$ cat src/rtl/stream_pkg.sv
// Shared definitions for kernel stream ports: the default word width,
// the stream word type and a helper that extracts the end-of-transfer flag.
package stream_pkg;

   localparam int DATA_WIDTH_DEFAULT = 33;

   // Stream word: 32 payload bits plus the end-of-transfer flag in the MSB
   typedef logic [DATA_WIDTH_DEFAULT-1:0] stream_word_t;

   // Returns the end-of-transfer (close token) flag of a stream word
   function automatic logic eot_bit(input stream_word_t word);
      return word[DATA_WIDTH_DEFAULT-1];
   endfunction

endpackage

$ cat src/rtl/eot_stream_fifo.sv
// Show-ahead stream FIFO placed between kernel stream ports. It counts the
// close tokens (MSB of each word) it holds and latches sticky flags when a
// neighbour writes while full or reads while empty.
module eot_stream_fifo
   import stream_pkg::*;
#(
   parameter int DATA_WIDTH = DATA_WIDTH_DEFAULT,
   parameter int DEPTH      = 4,
   localparam int ADDR_WIDTH = $clog2(DEPTH)
) (
   input  logic                  ap_clk,
   input  logic                  ap_rst_n,
   input  logic [DATA_WIDTH-1:0] if_din,
   output logic                  if_full_n,
   input  logic                  if_write,
   output logic [DATA_WIDTH-1:0] if_dout,
   output logic                  if_empty_n,
   input  logic                  if_read,
   output logic [ADDR_WIDTH:0]   count,
   output logic                  eot_pending,
   output logic                  overflow_err,
   output logic                  underflow_err
);

   localparam logic [ADDR_WIDTH:0] FULL_COUNT = (ADDR_WIDTH+1)'(DEPTH);

   logic [DATA_WIDTH-1:0] mem [DEPTH];
   logic [ADDR_WIDTH-1:0] wr_ptr;
   logic [ADDR_WIDTH-1:0] rd_ptr;
   logic [ADDR_WIDTH:0]   eot_cnt;
   logic                  rst_done;
   logic                  wr_en;
   logic                  rd_en;
   logic                  wr_eot;
   logic                  rd_eot;

   // Handshake flags come from registered state only, so neither if_write
   // nor if_read can loop back combinationally into the neighbouring kernel.
   assign if_full_n  = rst_done && (count != FULL_COUNT);
   assign if_empty_n = (count != '0);

   assign wr_en  = if_write && if_full_n;
   assign rd_en  = if_read && if_empty_n;
   assign wr_eot = wr_en && if_din[DATA_WIDTH-1];
   assign rd_eot = rd_en && if_dout[DATA_WIDTH-1];

   // Head of queue is always visible; it is stale whenever if_empty_n is low
   assign if_dout     = mem[rd_ptr];
   assign eot_pending = (eot_cnt != '0);

   // Holds off writes until one full clock has passed after reset release
   always_ff @(posedge ap_clk or negedge ap_rst_n) begin
      if (!ap_rst_n) begin
         rst_done <= 1'b0;
      end else begin
         rst_done <= 1'b1;
      end
   end

   // Storage array, wiped on reset so the head reads zero until first write
   always_ff @(posedge ap_clk or negedge ap_rst_n) begin
      if (!ap_rst_n) begin
         for (int i = 0; i < DEPTH; i++) begin
            mem[i] <= '0;
         end
      end else if (wr_en) begin
         mem[wr_ptr] <= if_din;
      end
   end

   // Read and write pointers wrap naturally because DEPTH is a power of two
   always_ff @(posedge ap_clk or negedge ap_rst_n) begin
      if (!ap_rst_n) begin
         wr_ptr <= '0;
         rd_ptr <= '0;
      end else begin
         if (wr_en) begin
            wr_ptr <= wr_ptr + 1'b1;
         end
         if (rd_en) begin
            rd_ptr <= rd_ptr + 1'b1;
         end
      end
   end

   // Occupancy: a simultaneous accepted push and pop leaves it unchanged
   always_ff @(posedge ap_clk or negedge ap_rst_n) begin
      if (!ap_rst_n) begin
         count <= '0;
      end else begin
         case ({wr_en, rd_en})
            2'b10:   count <= count + 1'b1;
            2'b01:   count <= count - 1'b1;
            default: count <= count;
         endcase
      end
   end

   // Number of close tokens currently buffered
   always_ff @(posedge ap_clk or negedge ap_rst_n) begin
      if (!ap_rst_n) begin
         eot_cnt <= '0;
      end else begin
         case ({wr_eot, rd_eot})
            2'b10:   eot_cnt <= eot_cnt + 1'b1;
            2'b01:   eot_cnt <= eot_cnt - 1'b1;
            default: eot_cnt <= eot_cnt;
         endcase
      end
   end

   // Sticky protocol-misuse flags, ignored while the block is still waking up
   always_ff @(posedge ap_clk or negedge ap_rst_n) begin
      if (!ap_rst_n) begin
         overflow_err  <= 1'b0;
         underflow_err <= 1'b0;
      end else begin
         if (if_write && !if_full_n && rst_done) begin
            overflow_err <= 1'b1;
         end
         if (if_read && !if_empty_n && rst_done) begin
            underflow_err <= 1'b1;
         end
      end
   end

endmodule

$ cat config.mk
export PLATFORM = sky130hd
export DESIGN_NAME = eot_stream_fifo
export DESIGN_NICKNAME = d
export VERILOG_FILES = /design/src/rtl/stream_pkg.sv /design/src/rtl/eot_stream_fifo.sv
export SDC_FILE = /design/constraint.sdc
export NUM_CORES = 1
export LEC_CHECK = 0
export CAP_MARGIN = 20
export CORE_MARGIN = 5
export CORE_UTILIZATION = 50
export DETAILED_ROUTE_END_ITERATION = 12
export PLACE_DENSITY_LB_ADDON = 0.25
export SYNTH_ARGS = -nofsm -noshare
export SYNTH_HDL_FRONTEND = slang
export SYNTH_SLANG_ARGS = --single-unit
$ cat constraint.sdc
create_clock -name ap_clk -period 2.13 [get_ports ap_clk]
set_input_delay 0.213 -clock ap_clk [delete_from_list [all_inputs] [get_ports ap_clk]]
set_output_delay 0.213 -clock ap_clk [all_outputs]
set_load 0.02 [all_outputs]
After elaboration in Yosys (flattened, before gate mapping)
Index checks and enable logic that the tools add are counted.
{ "totals": {"register_bits": 145, "inputBits": 37, "output_inout_bits": 41, "elab_cells": 51} }
{ "op_classes": {"n_addsub": 6, "magnitude_cmp": 3, "n_eq_ne": 5, "mux": 8, "n_bitwise": 2, "n_reduce_logical": 16} }
{ "op_table": {"columns": ["operator", "n"], "rows": [
  ["132-bit bitwise mux", 1],
  ["33-bit two-way mux", 3],
  ["33-bit binary-select mux with 2-bit select", 1],
  ["33-bit demux with 2-bit select", 1],
  ["3-bit one-hot mux with 2 select lines", 2],
  ["1-bit logical AND", 10],
  ["3-bit by 1-bit adder with 3-bit output (second input constant)", 2],
  ["3-bit >= comparator (second input constant)", 2],
  ["2-bit NOT with 3-bit output", 2],
  ["3-bit nonzero test", 2],
  ["3-bit by 1-bit subtractor with 3-bit output (second input constant)", 2],
  ["2-bit by 1-bit adder with 2-bit output (second input constant)", 2],
  ["2-bit by 1-bit == test with 1-bit output (second input constant)", 2],
  ["2-bit == test (second input constant)", 2],
  ["2-bit nonzero test", 2],
  ["3-bit by 1-bit less-than comparator with 1-bit output (second input constant)", 1],
  ["3-bit != test (second input constant)", 1],
  ["1-bit zero test", 2]
]} }

Depth between registers and ports, before layout
{ "depth": {"depth_word": 7, "mapped_depth": 9, "mapped_depth_nobuf": 9} }

Least setup slack after synthesis
Ideal clock, no wire load.
{ "synth_timing": {"path_type": "reg2reg", "from": "register rd_ptr[0]", "to": "register eot_cnt[2]", "setup_ns": 0.125, "arrival_ns": 2.199, "t_required_ns": 2.005, "setup_slack_ns": -0.194, "stages_incl_launch_ff": 9, "path_buffers": 1, "period_less_slack_ns": 2.324, "path_cell_list": "dfrtp_1 -> buf_2 -> mux4_2 -> and2_1 -> ha_1 -> fa_1 -> xnor2_1 -> nor2_1 -> xor2_1"} }
{ "synth_via": {"elab_chain_cells": 7, "elab_cells_between_ends": 9, "cone_classes": "eq/ne: 2; mux: 4; bitwise: 1; reduce/logical: 2"} }
{ "synth_rtl": {"columns": ["item", "line_no", "text"], "rows": [
  ["start: declaration", "eot_stream_fifo.sv:29", "logic [ADDR_WIDTH-1:0] rd_ptr;"],
  ["start signal: assignment", "eot_stream_fifo.sv:81", "rd_ptr <= rd_ptr + 1'b1;"],
  ["2-bit NOT with 3-bit output (not written as such) (*)", "eot_stream_fifo.sv:48", "assign if_dout = mem[rd_ptr];"],
  ["33-bit binary-select mux with 2-bit select (*)", "eot_stream_fifo.sv:48", null],
  ["33-bit two-way mux (not written as such) (*) (2 in series)", "eot_stream_fifo.sv:48", null],
  ["named net if_dout[32]", "eot_stream_fifo.sv:16", "output logic [DATA_WIDTH-1:0] if_dout,"],
  ["1-bit logical AND (*)", "eot_stream_fifo.sv:45", "assign rd_eot = rd_en && if_dout[DATA_WIDTH-1];"],
  ["2-bit by 1-bit == test with 1-bit output / 2-bit == test (equally long branches)", "eot_stream_fifo.sv:104", "case ({wr_eot, rd_eot})"],
  ["3-bit one-hot mux with 2 select lines / 2-bit nonzero test (equally long branches)", null, null],
  ["end signal: assignment", "eot_stream_fifo.sv:105", "2'b10: eot_cnt <= eot_cnt + 1'b1;"],
  ["end signal: assignment", "eot_stream_fifo.sv:106", "2'b01: eot_cnt <= eot_cnt - 1'b1;"],
  ["end signal: assignment", "eot_stream_fifo.sv:107", "default: eot_cnt <= eot_cnt;"],
  ["end: declaration", "eot_stream_fifo.sv:30", "logic [ADDR_WIDTH:0] eot_cnt;"]
]} }
Mark *: on every way through the listed nets, which the timed path passes. The rest lies on a longest branch. The select of a mux whose other input is x is not followed.
A chain may end at the register's enable or synchronous reset.

Worst setup path after layout
{ "layout_timing": {"from": "register rd_ptr[0]", "to": "register eot_cnt[2]"} }
{ "layout_via": {"elab_chain_cells": 7, "elab_cells_between_ends": 9, "cone_classes": "eq/ne: 2; mux: 4; bitwise: 1; reduce/logical: 2"} }
{ "layout_rtl": {"columns": ["item", "line_no"], "rows": [
  ["2-bit NOT with 3-bit output (not written as such) (*)", "eot_stream_fifo.sv:48"],
  ["33-bit binary-select mux with 2-bit select (*)", "eot_stream_fifo.sv:48"],
  ["33-bit two-way mux (not written as such) (*) (2 in series)", "eot_stream_fifo.sv:48"],
  ["1-bit logical AND (*)", "eot_stream_fifo.sv:45"],
  ["2-bit by 1-bit == test with 1-bit output / 2-bit == test (equally long branches)", "eot_stream_fifo.sv:104"],
  ["3-bit one-hot mux with 2 select lines / 2-bit nonzero test (equally long branches)", null]
]} }
Every way passes the cells marked *; elsewhere a longest branch is shown, timed or not. The select of a mux whose other input is x is not followed.

==> implementation parameters <==
Parameter                              Value

Power
  PnR Total Power ... approximately 13 mW
  Switching power as a share of total power ... roughly a third
  VDD IR-drop max ... approximately 0.88 mV
  Power dissipated by switching net loads ... 4.39 mW
  Power density over cell area ... about 1700 nW/µm²
  Internal cell power ... between 8 and 9 mW
  Share of power burned in the clock network ... a little under a fifth
  Part of the power in registers ... between 30 and 40%
  Proportion of power drawn by combinational gates ... between 40% and 50%
  Leak pwr ... between 3 and 4 nW

Synthesis
  Part of the Yosys area used for sequential elements ... 56.4%
  Count of state elements after synthesis ... 145
  Mapped Nets ... ~420
  Biggest area contributors in the synthesized netlist ... dfrtp_1, mux2_2, mux4_2, buf_6, ha_1
  Synth area leader ... dfrtp_1
  Post-synth top area share ... about 56%
  Area of the mapped netlist ... 6430 µm²
  Synth Area per Inst ... roughly 17 µm²
  Cells after synthesis ... around 380
  Distinct cell type count of the synthesized netlist ... 24
  Warning count from the yosys run ... 0

Floorplan
  Vertical extent of the die ... approximately 120 µm
  Ports placed on the boundary ... 78
  Site Rows ... a little over 40
  CORE AREA ... approximately 13000 µm²
  Effective utilization at floorplan ... 51.0%
  Die X-Extent ... roughly 120 µm
  Die Footprint ... 15200 µm²

Clocking
  H-tree levels ... 4
  CTS root buffer ... clkbuf_16
  Clock transition at the registers of the reported paths ... approximately 0.050 ns
  Clock latency on the worst-skew pair ... slightly above 0.4 ns
  Number of sinks on the clock net ... roughly 150
  CTS tree ... yes
  Maximum clock insertion buffer count ... 2
  Clock buffer count from CTS ... 17

Critical path
  Worst setup path class ... reg2reg
  Sort of element at the end of the critical path ... flip-flop
  Arrival time at the worst endpoint ... between 2 and 2.5 ns
  Startpoint class of the critical path ... flip-flop
  Required time at the endpoint of the critical path ... 2.46 ns
  Largest fanout on the critical path ... 3

Detailed routing
  Residual DRC count ... 0
  Total routed wirelength ... 12900 µm
  Routed vias ... 3576
  Mean routed wirelength per cell ... just under 20 µm
  Post-DR vias/cell ... 5.45
  Detailed-router iteration count before antenna repair ... 4
  DRC violation total after the first TritonRoute iteration ... 149
  Residual antenna-violating net count after detailed routing ... 0

GRT
  Antenna violations before repair ... 0
  GRT Residual Overflow ... 0
  Global-route total usage across every layer ... approximately a fifth
  Via count of the first global-routing pass ... 4039
  Maximum number of pins on one net before global-route repair ... a little under 60
  Wire length of the first global-routing pass ... between 20000 and 25000 µm

Final layout
  Diode count ... 0
  NumNets Final ... 522
  Synth-to-layout area growth ... 24.2%
  Number of standard cells in the layout, taps in and fillers out ... approximately 660
  Layout cells sized above 1 ... approximately 53%
  Core occupancy in the finished layout ... between 60% and 70%
  Total non-filler cell area in the finished layout ... roughly 8000 µm²
  Most frequent cells in the layout ... dfrtp_1, mux2_2, clkdlybuf4s50_1
  Most common cell after layout, fill and taps aside ... dfrtp_1

Place
  Instance count after placement with tap cells included ... 625
  Total of buffers placed on input and output ports ... a little under 80
  Cell Area, Placed ... between 7000 and 8000 µm²
  Hpwl dp ... just over 8000 µm
  Final GP Congestion ... around 0.73

STA
  Max transition margin ... 63.7%
  RSZ-0062 raised after global routing ... true
  Slew at the pin with the worst max-slew slack ... 0.545 ns
  Final Setup Violations ... 0
  Clock skew after layout ... 0.00432 ns
  Final cycle utilization of the critical path ... ~99%
  Total count of max-transition violations in the final report ... 0
  Final Hold Violating Endpoints ... 0
  Clock period minus final worst setup slack ... between 2 and 2.5 ns
  Worst hold margin ... ~0.35 ns
  Max Freq ... around 470 MHz

Run
  Number of max-cap violations ... 0

Status
  Status ... complete, no violations

Min path
  Hold crit path type ... in2async
-- path summary, 6_finish.rpt --
| kind | startpoint | to | cells past startpoint | slack, ns |
|---|---|---|---|---|
| max | rd_ptr[0]$_DFFE_PN0P_ | eot_cnt[2]$_DFFE_PN0P_ | 8 | 0.02 |
| min | ap_rst_n | mem[72]$_DFFE_PN0P_ | 2 | 0.35 |
| max reg2reg | rd_ptr[0]$_DFFE_PN0P_ | eot_cnt[2]$_DFFE_PN0P_ | 8 | 0.02 |
| min reg2reg | overflow_err$_DFFE_PN0P_ | overflow_err$_DFFE_PN0P_ | 1 | 0.47 |
| max in group asynchronous | ap_rst_n | rd_ptr[1]$_DFFE_PN0P_ | 3 | 1.13 |
| min in group ap_clk | if_read | underflow_err$_DFFE_PN0P_ | 3 | 0.44 |
-- through the flow --
step / setup WS, ns / TNS [ns]
final: 0.0181 / 0
after global routing: -0.0414 / -0.0530
after CTS: 0.00306 / 0
after detailed placement: 0.0313 / 0
after global placement: 0.0638 / 0
after floorplan: -0.0200 / -0.0351
-- timing repair --
item,CTS,global route
gates cloned,1,0
gates resized for setup,100,19
hold buffers,1,0
setup buffers,2,1
endpoints found under the setup margin,35,19
hold endpoints to repair,56,0
pin swaps,1,0
-- registers in the layout (all words and copies together) (netlist names) --
signal         count
wr_ptr             2
underflow_err      1
rd_ptr             2
overflow_err       1
mem              132
eot_cnt            3
rst_done           1
count              3
-- layout make-up --
cell class	count	area, µm²
fillers	959	4630
clock inverters	2	10.0
inverters	6	22.5
well taps	172	215
flip-flops and latches	145	3630
multi-input cells	205	2660
clock buffers	24	472
repair buffers	102	976
-- worst max-delay path, cell delays in order (launching register included) --
cell and delay, ns:
dfrtp_2 0.39, buf_6 0.10, mux4_2 0.50, and2_4 0.16
ha_4 0.15, fa_2 0.33, xnor2_1 0.13, nor2_1 0.11
xor2_1 0.16
-- metal layers --
layer	GRT usage [%]	part of all wire, %	vias up
met5	0	0	-
met4	5.40	0.89	0
met3	6.13	5.4	11
met2	31.2	51	80
met1	23.6	43	1905
li1	-	-	1580
-- synthesized netlist by cell type --
library cell  number
mux2_2           134
buf_6             12
dfrtp_1          145
nor2_1             3
a31o_2             1
mux4_2            33
xnor2_1            5
ha_1               6
or3_2              1
nor3b_2            4
o31a_2             1
nand2_1            4
mux2i_1            1
and2_1             1
fa_1               2
and2b_2            1
nor3b_4            1
or3_1              1
inv_1              6
o21bai_1           1
xor2_1             4
buf_2              4
clkbuf_1           4
conb_1             1
-- kinds of logic after synthesis --
logic type / after synthesis / synth area share (%)
muxes: 168 / 35.2
DFF: 145 / 56.4
buffers and inverters: 26 / 3.00
and+or+nand+nor: 16 / 1.93
xor gates and xnor gates: 9 / 1.23
adders and majority gates: 8 / 1.79
AOI/OAI and AO/OA: 3 / 0.409
other: 1 / 0.0583
-- power groups by stage --
| stage | clock (mW) | combinational (mW) | sequential, mW |
|---|---|---|---|
| 2_1_floorplan | 0 | 4.20 | 4.72 |
| 3_3_place_gp | 0 | 6.30 | 4.83 |
| 3_5_place_dp | 0 | 6.44 | 4.93 |
| 4_1_cts | 2.57 | 6.20 | 4.90 |
| 5_1_grt | 2.70 | 6.43 | 5.06 |
| 6_report | 2.50 | 5.95 | 4.89 |
Note: power is estimated with default switching activity, not from simulation.
